<file path="config.mk">
export PLATFORM = sky130hd
export DESIGN_NAME = weight_row_loader_flat
export DESIGN_NICKNAME = d
export VERILOG_FILES = /design/src/rtl/weight_row_loader_if.sv /design/src/rtl/weight_row_loader.sv /design/src/flat_wrapper.sv
export SDC_FILE = /design/constraint.sdc
export NUM_CORES = 1
export LEC_CHECK = 0
export ABC_CLOCK_PERIOD_IN_PS = 2620
export CORE_ASPECT_RATIO = 0.9
export CORE_MARGIN = 8
export CORE_UTILIZATION = 50
export CTS_BUF_LIST = sky130_fd_sc_hd__clkbuf_2
export CTS_CLUSTER_SIZE = 20
export DETAILED_ROUTE_END_ITERATION = 16
export HOLD_SLACK_MARGIN = 0.02
export PLACE_DENSITY_LB_ADDON = 0.1
export SYNTH_ARGS = -nofsm -noshare
export SYNTH_HDL_FRONTEND = slang
export SYNTH_SLANG_ARGS = --single-unit
</file>
<file path="constraint.sdc">
create_clock -name clk -period 2.62 [get_ports clk]
set_clock_uncertainty 0.05 [all_clocks]
set_input_delay 0.524 -clock clk [delete_from_list [all_inputs] [get_ports clk]]
set_output_delay 0.524 -clock clk [all_outputs]
set_load 0.005 [all_outputs]
</file>
<file path="src/rtl/weight_row_loader_if.sv">
// Serial weight beat stream from the weight FIFO buffer (data_out / out_vld).
//   w_in  : one weight per beat
//   w_vld : beat valid; the stream has no backpressure
// master drives the stream (FIFO side), slave consumes it (row loader side).
interface weight_row_loader_if #(
    parameter int unsigned data_width = 16
);
    logic [data_width-1:0] w_in;
    logic                  w_vld;

    modport master (output w_in, output w_vld);
    modport slave  (input  w_in, input  w_vld);
endinterface

</file>
<file path="src/rtl/weight_row_loader.sv">
// Collects a column of weight_dim serial weights into a parallel row bank, then pulses w_load
// once so the systolic array latches every row together. The column stays in w_out until the
// next accepted start.
//   clk, nrst  : rising-edge clock, asynchronous active-low reset
//   start      : begin a new column; weight_dim is sampled with it
//   weight_dim : column length, legal range 1..array_dim
//   wbus       : serial weight stream (slave side)
//   w_out      : row bank, row r at [r*data_width +: data_width]
//   w_load     : single-cycle latch strobe for the PEs
//   busy/done  : collecting-or-loading / column held and stable
//   ovf        : sticky error, stray beat or illegal weight_dim
module weight_row_loader #(
    parameter int unsigned data_width = 16,
    parameter int unsigned array_dim  = 14
) (
    input  logic                            clk,
    input  logic                            nrst,
    input  logic                            start,
    input  logic [4:0]                      weight_dim,
    weight_row_loader_if.slave              wbus,
    output logic [array_dim*data_width-1:0] w_out,
    output logic                            w_load,
    output logic                            busy,
    output logic                            done,
    output logic                            ovf
);

    localparam logic [4:0] DimMax = 5'(array_dim);

    typedef enum logic [1:0] {StIdle, StFill, StLoad, StHold} state_e;

    state_e                            state_q, state_d;
    logic [4:0]                        cnt_q, cnt_d;
    logic [4:0]                        dim_q, dim_d;
    logic [array_dim*data_width-1:0]   w_out_q, w_out_d;
    logic                              ovf_q, ovf_d;
    logic                              w_load_q, busy_q, done_q;

    logic dim_ok;
    logic accept;

    assign dim_ok = (weight_dim != 5'd0) && (weight_dim <= DimMax);
    // A start is honoured everywhere except during the one-cycle LOAD strobe.
    assign accept = start && dim_ok && (state_q != StLoad);

    always_comb begin
        state_d = state_q;
        cnt_d   = cnt_q;
        dim_d   = dim_q;
        w_out_d = w_out_q;
        ovf_d   = ovf_q;

        if (start && !dim_ok) begin
            ovf_d = 1'b1;
        end

        if (accept) begin
            // Accepted start wins over any beat in the same cycle; that beat is dropped silently.
            dim_d   = weight_dim;
            cnt_d   = 5'd0;
            w_out_d = '0;
            ovf_d   = 1'b0;
            state_d = StFill;
        end else begin
            case (state_q)
                StFill: begin
                    if (wbus.w_vld) begin
                        for (int r = 0; r < int'(array_dim); r++) begin
                            if (cnt_q == 5'(r)) begin
                                w_out_d[r*data_width +: data_width] = wbus.w_in;
                            end
                        end
                        // cnt parks at dim-1 on the last beat instead of wrapping.
                        if (cnt_q == dim_q - 5'd1) begin
                            state_d = StLoad;
                        end else begin
                            cnt_d = cnt_q + 5'd1;
                        end
                    end
                end
                StLoad: begin
                    state_d = StHold;
                    if (wbus.w_vld) begin
                        ovf_d = 1'b1;
                    end
                end
                default: begin
                    if (wbus.w_vld) begin
                        ovf_d = 1'b1;
                    end
                end
            endcase
        end
    end

    always_ff @(posedge clk or negedge nrst) begin
        if (!nrst) begin
            state_q  <= StIdle;
            cnt_q    <= 5'd0;
            dim_q    <= 5'd0;
            w_out_q  <= '0;
            ovf_q    <= 1'b0;
            w_load_q <= 1'b0;
            busy_q   <= 1'b0;
            done_q   <= 1'b0;
        end else begin
            state_q  <= state_d;
            cnt_q    <= cnt_d;
            dim_q    <= dim_d;
            w_out_q  <= w_out_d;
            ovf_q    <= ovf_d;
            // Status flags are registered copies of the current state, so they trail the state
            // register by one cycle: last beat -> LOAD, then w_load, then done.
            w_load_q <= (state_q == StLoad);
            busy_q   <= (state_q == StFill) || (state_q == StLoad);
            done_q   <= (state_q == StHold);
        end
    end

    assign w_out  = w_out_q;
    assign w_load = w_load_q;
    assign busy   = busy_q;
    assign done   = done_q;
    assign ovf    = ovf_q;

endmodule

</file>
<file path="src/flat_wrapper.sv">
// flat-port wrapper written by rule: the top's interface ports become plain ports
module weight_row_loader_flat 
#(
    parameter int unsigned data_width = 16,
    parameter int unsigned array_dim  = 14
)
  (clk, nrst, start, weight_dim, w_out, w_load, busy, done, ovf, wbus_w_in, wbus_w_vld);
  weight_row_loader_if #(.data_width(data_width)) wbus_i ();
  input  logic clk;
  input  logic nrst;
  input  logic start;
  input  logic [4:0] weight_dim;
  output logic [array_dim*data_width-1:0] w_out;
  output logic w_load;
  output logic busy;
  output logic done;
  output logic ovf;
  input wire logic [$bits(wbus_i.w_in)-1:0] wbus_w_in;
  input wire logic [$bits(wbus_i.w_vld)-1:0] wbus_w_vld;
  assign wbus_i.w_in = wbus_w_in;
  assign wbus_i.w_vld = wbus_w_vld;
  weight_row_loader #(.data_width(data_width), .array_dim(array_dim)) u_core (.clk(clk), .nrst(nrst), .start(start), .weight_dim(weight_dim), .wbus(wbus_i), .w_out(w_out), .w_load(w_load), .busy(busy), .done(done), .ovf(ovf));
endmodule
</file>
==> results.md <==
- Outcome: finished clean
- Share of layout cells above drive strength 1: 0.116
- Worst skew pair latency: 0.80 ns
- Worst setup EP type: output pin
- Post-Syn Instances: 1105
- First-pass GRT wire length: 51.0 mm
- Post-DR vias/cell: 5.45
- Largest area contributor in the netlist: dfrtp_1
- Power per cell area: 639 mW/mm²
- Yosys reg bits: 240
- I/O pins: 253
- Final Non-Filler Cells: 1695
- Hold Crit Class: input port to async pin
- Worst hold margin: 0.259 ns
- Placeable Area: 0.0193 mm²
- Drt wl/cell: 19.7 µm
- Setup tns final: 0 ns
- Final nets: 1443
- Initial Utilization: 0.512
- Most frequent cells in the layout: 468 x nand2_1, 251 x clkdlybuf4s50_1, 240 x dfrtp_1, 229 x a21oi_1, 91 x clkbuf_2
- Grt ovf: 0
- Dpl ws: 0.0962 ns
- Clock transition at path regs: 0.10 ns
- Post-synth EDFFs: 0
- Clock sinks: 240
- Sequential area share after synthesis: 0.608
- Syn_area_per_cell: 8.94 µm²
- FF-to-FF setup slack: 0.49 ns
- RR Endpoint: u_core.state_q[0]$_DFFE_PN0P_
- P_leak: 5.88 nW
- Post-synth net total: 1138
- Critical Path Start Type: flip-flop
- Final wirelength: 33.3 mm
- Crit-path slowest cell: clkdlybuf4s50_1
- Max Cap Viol: 0
- Ys Warns: 0
- GPL Wtd Cong: 0.833
- Final core utilization: 0.700
- Initial antenna violation count: 1
- Worst path bufs/invs: 1
- Area post-placement: 0.0130 mm²
- Number of cell rows: 48
- DRT iter0 DRCs: 765
- Leading cell type in the layout, fill and taps excluded: nand2_1
- Cts bufs inserted: 61
- Placed cell count: 1596
- Worst r2r src: u_core.dim_q[0]$_DFFE_PN0N_
- Netlist cell types: 40
- Syn Std Cell Area: 0.00988 mm²
- Max Transition Viols Final: 0
- Ys async rst share: 1.00
- Max Fclk: 429 MHz
- Area Overhead vs Synth: 36.7%
- Dominant synthesized flop cell: dfrtp_1
- CP cell instances: clkdlybuf4s50_1
- Die ar.: 0.0245 mm²
- RSZ-0062 raised after global routing: no
- Hpwl dp: 22.0 mm
- Final hold viol count: 0
- Post-route minimum period: 2.33 ns
- VDD IR max: 519 µV
- Vias in the first global route: 8909
- GR Util All Layers: 0.268
- CTS tree: built
- Cells on worst reg2reg path: 7
- H-tree Lvls: 2
- Fin worst setup slack: 0.287 ns
- Die Wd: 164 µm
- CTS Buffer Depth: 3
- Crit Path Class: flip-flop to output pin
- Final Power: 8.62 mW
- Delay-heaviest family, CP: buffers and inverters
- Setup violators final: 0
- Post-CTS setup buffers: 0
- Critical Path AT: 1.76 ns
- Slew Limit Headroom: 0.508
- Area contributors post-synth: dfrtp_1 61%, nand2_1 18%, a21oi_1 12%, buf_2 2.1%, clkbuf_1 1.0%
- Drt first pass iters: 5
- Largest net degree at the start of global routing: 99
- DRC violations left: 0
- CP max FO: 2
- Chip Height: 149 µm
- Final Instance Area: 0.0135 mm²
- Antenna Violating Nets Remaining: 0
- Root Buffer: clkbuf_2
- Port bufs: 252
- Area share of the largest cell type after synthesis: 0.608
- Final Cycle Share: 0.890
- Vias after detailed routing: 9245
- Worst-Margin Slew: 0.738 ns
- WP data required: 2.05 ns
- Max incr delay on CP: 0.53 ns
[cells in the mapped netlist (all sizes together), types with 2 or more instances]
library cell / n
and2: 2
inv: 10
o211ai: 3
clkbuf: 27
xnor2: 3
nand3b: 2
nor2: 16
a21oi: 229
or3: 2
dfrtp: 240
nand4: 3
nand2: 468
o21ai: 6
nand3: 12
nor3: 6
buf: 49
xor2: 3
ha: 8
[logic make-up after synthesis]
kind of cell / Yosys count / share of synthesized area
XOR/XNOR: 6 / 0.00532
AO/OA/AOI/OAI: 243 / 0.125
flip-flops: 240 / 0.608
AND/OR/NAND/NOR: 521 / 0.210
multiplexers: 1 / 0.00101
adder cells (fa/ha/maj): 8 / 0.0101
buffers and inverters: 86 / 0.0398
[layout make-up]
class / instances / area [µm²]
Tap cell: 250 / 313
Antenna cell: 1 / 2.50
Multi-Input combinational cell: 779 / 3490
Clock buffer: 91 / 455
Clock inverter: 6 / 50.0
Sequential cell: 240 / 6010
Timing Repair Buffer: 318 / 3150
Fill cell: 1598 / 5780
Inverter: 10 / 37.5
[how the worst max path moves through the flow]
stage | cells past startpoint | slack [ns] | endpoint | start
floorplan | 8 | 0.79 | u_core.w_out[215]$_DFFE_PN0P_ | u_core.state_q[1]$_DFFE_PN0P_
global placement | 6 | 0.11 | u_core.cnt_q[4]$_DFFE_PN0P_ | weight_dim[2]
detailed placement | 6 | 0.1 | u_core.cnt_q[4]$_DFFE_PN0P_ | weight_dim[2]
CTS | 1 | 0.22 | w_out[79] | u_core.w_out[79]$_DFFE_PN0P_
global route | 1 | 0.18 | w_out[191] | u_core.w_out[191]$_DFFE_PN0P_
finish | 1 | 0.29 | w_out[74] | u_core.w_out[74]$_DFFE_PN0P_
[report_power, final]
part	internal, mW	switching, mW	leakage (nW)
combinational	0.919	0.994	2.16
clock	0.995	1.46	0.402
sequential	4.02	0.244	3.32
total	5.93	2.69	5.88
[flip-flops by register name, indices dropped and copies added, names as in the netlist]
register,cells
u_core.busy,1
u_core.cnt_q,5
u_core.dim_q,5
u_core.done,1
u_core.ovf,1
u_core.state_q,2
u_core.w_load,1
u_core.w_out,224
[metal layers]
layer  up-vias  share of wire  track usage
li1       4214              -            -
met1      4532           0.40        0.360
met2       443           0.46        0.403
met3        56           0.11       0.0858
met4         0          0.025       0.0913
met5         -              0            0
[timing repair]
action / CTS / global route
hold endpoints to repair: 82 / 0
hold buffers: 1 / 0
gates resized for setup: 0 / 0
No activity file was read; power rests on OpenSTA's default activity.
